--- src/rtl/fir_interp2_folded.sv ---
// ---------------------------------------------------------------------------
// fir_interp2_folded
//
// Two-times polyphase interpolating FIR for the transmit side of the filter
// chain. Each accepted input sample produces two output samples. The even
// phase uses the even-indexed taps of the 11-tap symmetric Q8.8 prototype.
// The odd phase uses the odd-indexed taps. A single multiply-accumulate
// unit is time-shared across both phases, so one sample takes 16 cycles when
// the downstream never stalls.
//
// Ports:
//   clk        rising-edge clock
//   reset_n    asynchronous active-low reset (release synchronous to clk)
//   data_in    signed input sample
//   in_valid   data_in is valid
//   in_ready   block can take a sample (only while idle)
//   data_out   signed Q8.8-scaled output sample, saturated
//   out_valid  data_out is valid
//   out_ready  downstream accepts data_out
// ---------------------------------------------------------------------------
module fir_interp2_folded #(
  parameter int ORDER              = 10,
  parameter int COEFFICIENTS_WIDTH = 16,
  parameter int DATA_WIDTH         = 16
) (
  input  logic                         clk,
  input  logic                         reset_n,
  input  logic signed [DATA_WIDTH-1:0] data_in,
  input  logic                         in_valid,
  output logic                         in_ready,
  output logic signed [DATA_WIDTH-1:0] data_out,
  output logic                         out_valid,
  input  logic                         out_ready
);

  // Each polyphase branch sees ORDER/2+1 delayed samples at most.
  localparam int NUM_X     = ORDER / 2 + 1;
  localparam int IDX_W     = $clog2(NUM_X);
  localparam int PROD_W    = DATA_WIDTH + COEFFICIENTS_WIDTH;
  localparam int ACC_W     = PROD_W + 4;
  localparam int FRAC_BITS = 8;

  // The even branch uses all NUM_X samples. The odd branch uses one fewer.
  localparam logic [IDX_W-1:0] EVEN_LAST = IDX_W'(NUM_X - 1);
  localparam logic [IDX_W-1:0] ODD_LAST  = IDX_W'(NUM_X - 2);

  localparam logic signed [ACC_W-1:0] SAT_MAX =
    ACC_W'((longint'(1) << (DATA_WIDTH - 1)) - 1);
  localparam logic signed [ACC_W-1:0] SAT_MIN =
    ACC_W'(-(longint'(1) << (DATA_WIDTH - 1)));

  typedef enum logic [2:0] {
    IDLE,
    MAC_E,
    OUT_E,
    MAC_O,
    OUT_O
  } state_t;

  state_t                         state;
  state_t                         state_next;
  logic [IDX_W-1:0]               tap_idx;
  logic signed [DATA_WIDTH-1:0]   x [NUM_X];
  logic signed [ACC_W-1:0]        acc;
  logic signed [ACC_W-1:0]        acc_shift;
  logic signed [COEFFICIENTS_WIDTH-1:0] coef_sel;
  logic signed [DATA_WIDTH-1:0]   x_sel;
  logic signed [PROD_W-1:0]       prod;
  logic signed [DATA_WIDTH-1:0]   sat_val;
  logic                           odd_phase;
  logic                           in_hs;
  logic                           out_hs;

  // Prototype taps h0..h10, indexed by the full prototype tap number.
  // The prototype is symmetric, so h[n] == h[10-n].
  function automatic logic signed [COEFFICIENTS_WIDTH-1:0] proto_coef(
    input logic [IDX_W:0] n
  );
    logic signed [COEFFICIENTS_WIDTH-1:0] c;
    c = '0;
    case (n)
      4'd0, 4'd10: c = COEFFICIENTS_WIDTH'(-293);
      4'd1, 4'd9:  c = COEFFICIENTS_WIDTH'(8);
      4'd2, 4'd8:  c = COEFFICIENTS_WIDTH'(21);
      4'd3, 4'd7:  c = COEFFICIENTS_WIDTH'(38);
      4'd4, 4'd6:  c = COEFFICIENTS_WIDTH'(51);
      4'd5:        c = COEFFICIENTS_WIDTH'(56);
      default:     c = '0;
    endcase
    return c;
  endfunction

  assign in_hs  = in_valid & in_ready;
  assign out_hs = out_valid & out_ready;

  // Prototype tap for branch entry k is h[2k] in the even phase and h[2k+1]
  // in the odd phase. That index is simply {k, phase}.
  assign odd_phase = (state == MAC_O);
  assign coef_sel  = proto_coef({tap_idx, odd_phase});
  assign x_sel     = x[tap_idx];
  assign prod      = PROD_W'(coef_sel) * PROD_W'(x_sel);

  // Drop the Q8.8 coefficient fraction with floor, then clamp to the
  // output range.
  assign acc_shift = acc >>> FRAC_BITS;

  always_comb begin
    sat_val = acc_shift[DATA_WIDTH-1:0];
    if (acc_shift > SAT_MAX) begin
      sat_val = DATA_WIDTH'(SAT_MAX);
    end else if (acc_shift < SAT_MIN) begin
      sat_val = DATA_WIDTH'(SAT_MIN);
    end
  end

  // State register. Reset returns to IDLE from anywhere, which abandons any
  // sample that is part-way through.
  always_ff @(posedge clk or negedge reset_n) begin
    if (!reset_n) begin
      state <= IDLE;
    end else begin
      state <= state_next;
    end
  end

  // Next-state logic and in_ready. An OUT state only moves on after
  // out_valid has been raised and the downstream accepts, so a stall just
  // holds the FSM in place.
  always_comb begin
    state_next = state;
    in_ready   = 1'b0;
    case (state)
      IDLE: begin
        in_ready = 1'b1;
        if (in_valid) begin
          state_next = MAC_E;
        end
      end
      MAC_E: begin
        if (tap_idx == EVEN_LAST) begin
          state_next = OUT_E;
        end
      end
      OUT_E: begin
        if (out_hs) begin
          state_next = MAC_O;
        end
      end
      MAC_O: begin
        if (tap_idx == ODD_LAST) begin
          state_next = OUT_O;
        end
      end
      OUT_O: begin
        if (out_hs) begin
          state_next = IDLE;
        end
      end
      default: state_next = IDLE;
    endcase
  end

  // Datapath: delay line, accumulator, tap counter and output register.
  // The delay line moves only on an input handshake. Samples offered while
  // the block is busy are never captured.
  always_ff @(posedge clk or negedge reset_n) begin
    if (!reset_n) begin
      for (int k = 0; k < NUM_X; k++) begin
        x[k] <= '0;
      end
      acc       <= '0;
      tap_idx   <= '0;
      data_out  <= '0;
      out_valid <= 1'b0;
    end else begin
      case (state)
        IDLE: begin
          if (in_hs) begin
            x[0] <= data_in;
            for (int k = 1; k < NUM_X; k++) begin
              x[k] <= x[k-1];
            end
            acc     <= '0;
            tap_idx <= '0;
          end
        end
        MAC_E, MAC_O: begin
          acc     <= acc + ACC_W'(prod);
          tap_idx <= tap_idx + 1'b1;
        end
        OUT_E, OUT_O: begin
          // The first cycle in an OUT state publishes the result. Later
          // cycles wait for the downstream to accept it.
          if (!out_valid) begin
            data_out  <= sat_val;
            out_valid <= 1'b1;
          end else if (out_ready) begin
            out_valid <= 1'b0;
            acc       <= '0;
            tap_idx   <= '0;
          end
        end
        default: begin
          acc <= '0;
        end
      endcase
    end
  end

endmodule

--- config.mk ---
export PLATFORM = sky130hd
export DESIGN_NAME = fir_interp2_folded
export DESIGN_NICKNAME = d
export VERILOG_FILES = /design/src/rtl/fir_interp2_folded.sv
export SDC_FILE = /design/constraint.sdc
export NUM_CORES = 1
export LEC_CHECK = 0
export CAP_MARGIN = 20
export CORE_MARGIN = 10
export CORE_UTILIZATION = 55
export CTS_BUF_LIST = sky130_fd_sc_hd__clkbuf_2 sky130_fd_sc_hd__clkbuf_4 sky130_fd_sc_hd__clkbuf_8
export DETAILED_ROUTE_END_ITERATION = 16
export PLACE_DENSITY = 0.81
export REMOVE_ABC_BUFFERS = 1
export SLEW_MARGIN = 20
export SYNTH_ARGS = -nofsm -noshare
export SYNTH_HDL_FRONTEND = slang
export SYNTH_SLANG_ARGS = --single-unit
--- constraint.sdc ---
create_clock -name clk -period 15.6 [get_ports clk]
set_input_delay 3.12 -clock clk [delete_from_list [all_inputs] [get_ports clk]]
set_output_delay 3.12 -clock clk [all_outputs]
set_load 0.01 [all_outputs]
Yosys cells after proc, flatten, opt, wreduce, memory -nomap -nowiden:

Memory sizes are Yosys's and may differ from the RTL's.
Index checks and enable logic that the tools add are counted.

* memories: 1
* bits in read-only memories: 240
* flip-flop bits (word level): 155
* word-level logic and storage cells: 67
* output and inout bits: 18
* input port bits: 20

Memory list
* (name not given): depth 16, width 15, read ports 1, clocked after Yosys merged registers in 0, write ports 0, line 81 `case (n)`

* $lt $le $gt $ge: 3
* reductions and logical operators: 9
* add/subtract/negate cells: 2
* $mul: 1
* mux-type cells: 22
* equality and inequality tests: 14
* bitwise operators: 4

Operators by type and width (count)
* 2-to-1 mux 36 bit: 3
* one-hot mux 36 bit (3 select lines): 1
* 2-to-1 mux 16 bit: 4
* binary-select mux 16 bit (select 3 bit): 1
* adder 36 x 32 -> 36 bit: 1
* multiplier 16 x 16 -> 32 bit: 1
* greater-than comparator 28 x 16 -> 1 bit (second input constant): 1
* less-than comparator 28 x 16 -> 1 bit (second input constant): 1
* 2-to-1 mux 3 bit: 8
* one-hot mux 3 bit (5 select lines): 1
* inequality test 2 bit (second input constant): 7
* equality test 3 bit (second input constant): 3
* one-hot mux 3 bit (3 select lines): 1
* equality test 3 x 2 -> 1 bit (second input constant): 2
* AND reduction 5 bit: 1
* greater-or-equal comparator 4 bit (second input constant): 1
* NOT 3 -> 4 bit: 1
* AND reduction 2 bit: 2
* AND reduction 4 bit: 1
* OR reduction 2 bit: 2
* adder 3 x 1 -> 3 bit (second input constant): 1
* equality test 3 x 1 -> 1 bit (second input constant): 1
* logical NOT 3 bit: 1
* 2-to-1 mux 1 bit: 3
* 5 further kinds: 6

Logic depth before layout (Yosys ltp):

* depth after elaboration: 7
* depth in mapped cells: 31
* depth with buffers taken out: 28

Worst setup path before layout:

Ideal clock, no wire load.

* path type: register to register
* start: register state[0]
* end: register acc[35]
* required time: 15.479 ns
* path buffers: 2
* stages on the path, launching flop included: 28
* period minus slack after synthesis: 7.807 ns
* path slack: 7.793 ns
* setup time: 0.121 ns
* data arrival time: 7.686 ns
* cell sequence: dfrtp_1 > clkbuf_1 > nor2b_1 > nand2_1 > ha_1 > nand2_1 > a21boi_0 > or2_2 > clkbuf_1 > nor2_1 > fa_1 > inv_1 > fa_1 > fa_1 > fa_1 > inv_1 > fa_1 > inv_1 > fa_1 > inv_1 > ha_1 > a21o_1 > a221oi_2 > nand2_1 > or3b_1 > o22ai_1 > xnor2_1 > a22o_1

* word-level cells in the longest chain between the ends: 5
* elaborated cells between the ends (all ways): 17
* classes of those cells: add/sub: 1; mul: 1; eq/ne: 7; mux: 2; bitwise: 1; reduce/logical: 4; memory: 1

Ends and longest elaborated chain
* start: declaration: line 60 `state_t state;`
* start signal: assignment: line 122 `state <= state_next;`
* equality test 3 x 2 -> 1 bit or logical NOT 3 bit (tied branches): line 98, 176, 132
* memory (16 x 15 bit) or 2-to-1 mux 1 bit (tied branches)
* multiplier 16 x 16 -> 32 bit or AND 1 bit (tied branches): line 101, 93
* adder 36 x 32 -> 36 bit or inequality test 2 bit (tied branches)
* one-hot mux 36 bit (3 select lines) or AND reduction 3 bit (tied branches)
* end signal: assignment: line 188 `acc <= acc + ACC_W'(prod);`
* end: declaration: line 64 `logic signed [ACC_W-1:0] acc;`

Parallel ways exist; a longest one is shown, timed or not.
A chain may end at the register's enable or synchronous reset.

Worst setup path after layout:

Same ends and word-level chain as after synthesis.

==> impl_results.md <==
- HP Class: register to register
- Final Setup Violations: 0
- Share of cells above drive strength 1: 11.0%
- I/O pins: 38
- Metal3 WL: 1470 um
- EDFF count, synth: 0
- Compound-Gate Fraction of Synth Area: 8.19%
- Run status: complete, no violations
- Vias in the first global route: 12500
- DRC marker count from the first detailed-route iteration: 820
- Remaining DRCs: 0
- CP Launch Type: register
- Post-synthesis sequential area ratio: 23.7%
- Starting Density: 55.5%
- P&R area growth vs syn: 6.92%
- Nets@finish: 2004
- 1st-pass router iterations: 7
- # resized after CTS: 0
- Mux cell area share after synthesis: 9.98%
- Worst Path Arrival: 9.08 ns
- Dpl hpwl: 27600 um
- Clock buffer depth: 2
- Root buf cell: clkbuf_8
- PortBufs: 37
- R2R depth: 27
- Most frequent cell after synthesis: inv_1
- Worst slew margin: 32.5%
- Initial antenna violation count: 0
- Gr ovfl total: 0
- Simple-Gate Fraction of Synth Area: 8.48%
- Max-slew violations: 0
- Max Used Layer: met4
- N_diodes: 0
- Number of setup buffers added after CTS: 0
- Crit-path max FO: 24
- Most frequent cells after synthesis: inv_1 (365), fa_1 (231), dfrtp_1 (155)
- Avg Cell Area, Syn: 10.2 um^2
- Fin crit period: 8.70 ns
- Hold depth: 2
- Leading post-synthesis cells by cell area: fa_1 (28%), dfrtp_1 (24%), ha_1 (9.9%), inv_1 (8.4%), mux2_2 (6.8%)
- Setup repair after global routing missed its margin: false
- CTS Sinks: 155
- Antenna Nets Post-Route: 0
- Core ar.: 29500 um^2
- Final WL: 35200 um
- Final GP Congestion: 0.911
- H-tree level count: 4
- Crit end category: register
- Final TNS setup: 0 ns
- DR WL/cell: 17.4 um
- Synthesized cell area: 16400 um^2
- CTS Buf Count: 17
- CTS tree: yes
- Cell taking the most area after synthesis: fa_1
- First-pass GRT wire length: 61500 um
- Total number of vias: 11400
- Worst-Margin Slew: 1.01 ns
- Post-Synth Adder-Cell Area: 38.2%
- Synth top area share: 28.3%
- Post-synthesis register bit count: 155
- Routed length on met2: 18700 um
- Row cnt: 63
- Warnings, synthesis: 0
- Main synth FF type: dfrtp_1
- Pin count of the biggest net entering global routing: 81
- Die area: 37000 um^2
- Post-synthesis xor/xnor area fraction: 1.61%
- Largest family of logic cells by synthesized area: adder cells
- Cts hold-fix bufs: 0
- Cells after synthesis: 1605
- M1 WL: 13900 um
- Critical path required time: 15.97 ns
- Final Cycle Share: 55.8%
- Die W: 192 um
- Synth cell types: 69
- Clock Latency Late Sink: 0.48 ns
- Max-Cap Viols: 0
- Hold violation total from the final report: 0
- GRT Total Usage: 20.6%
- Reg clk slew, reported paths: 0.10 ns
- Setup Skew: 0.0215 ns
- F_max: 115 MHz
- Critical setup path kind: register to register
- Die height: 192 um
- Vias per cell: 5.61
- FFs w/ async S/R, synth: 100%
flip-flops by register name, summed over array words and instances, names as in the netlist:
register,count
acc,36
data_out,16
out_valid,1
state,3
tap_idx,3
x,96
layout make-up:
cell class | count | area, um^2
Timing Repair Buffer | 48 | 462
Tap cell | 390 | 488
Inverter | 367 | 1380
Fill cell | 2423 | 12000
Multi-Input combinational cell | 1034 | 10900
Clock inverter | 15 | 158
Sequential cell | 155 | 3880
Clock buffer | 17 | 234
cells in the final DEF, fill, tap and decap left out, drive strengths merged, types with 8 or more instances in the layout:
cell type      netlist  layout
a21o                17      17
buf                 26      12
o211ai               8       8
o21ai               53      53
mux4                14      14
nor2               121     121
xnor2               20      20
a31oi                9       9
mux2i               19      19
nand3               19      19
ha                 130     130
nand2               81      81
xor2                10      10
mux2               100     100
clkbuf              23      17
nand2b              18      18
clkdlybuf4s50        0      36
dfrtp              155     155
a21oi               58      58
nand4               10      10
a22o                10      10
inv                367     373
fa                 231     231
and2                 9       9
path summary, 6_finish.rpt:
check	startpoint	end	slack [ns]
worst min-delay path	data_out[5]	data_out[5]	0.49
worst min register to register	data_out[5]	data_out[5]	0.49
max in group asynchronous	reset_n	tap_idx[0]	11.45
worst max-delay path	state[0]	acc[35]	6.90
worst max register to register	state[0]	acc[35]	6.90
min in group asynchronous	reset_n	x[83]	2.65
worst max-delay path: stages, from the launching register on:
cell and delay [ns]:
dfrtp_1 0.50, nor2b_2 0.21, buf_4 0.37, nand2_1 0.26, ha_1 0.28, nand2_1 0.08
a21boi_0 0.24, nor2_1 0.17, nand2b_1 0.16, inv_1 0.12, fa_1 0.67, inv_1 0.15
fa_1 0.90, fa_1 0.64, fa_1 0.66, inv_1 0.20, fa_1 0.53, inv_1 0.05
fa_1 0.47, inv_1 0.04, ha_1 0.36, a21o_1 0.22, a221oi_2 0.35, nand2_1 0.14
or3b_1 0.36, o22ai_1 0.15, xnor2_1 0.09, a22o_1 0.18
through the flow:
step | area, um^2 | worst slack, ns | instances | utilization (%) | hold WS (ns)
floorplan | 16100 | 7.21 | 1556 | - | 0.456
global placement | 17100 | 7.23 | 1993 | 57.9 | 0.472
detailed placement | 17100 | 7.01 | 1993 | 57.9 | 0.475
CTS | 17500 | 6.96 | 2025 | 59.3 | 0.495
global route | 17500 | 6.24 | 2026 | 59.3 | 0.527
finish | 17500 | 6.90 | 2026 | 59.3 | 0.490
metal layers:
metal	track usage (%)	up-vias
li1	-	5148
met5	0	-
met1	24.8	5802
met4	7.87	0
met2	37.0	318
met3	2.42	90
logic make-up (layout without fill, tap and decap cells):
| kind of cell | count (synthesis) | after routing |
|---|---|---|
| buffers and inverters | 416 | 447 |
| adders and majority gates | 361 | 361 |
| and+or+nand+nor | 301 | 301 |
| AOI/OAI and AO/OA | 207 | 207 |
| DFF | 155 | 155 |
| muxes | 133 | 133 |
| xor gates and xnor gates | 30 | 30 |
| other | 2 | 2 |
Power is not shown: default switching activity piles up to over one toggle a cycle in this logic, so the estimate is an artifact.
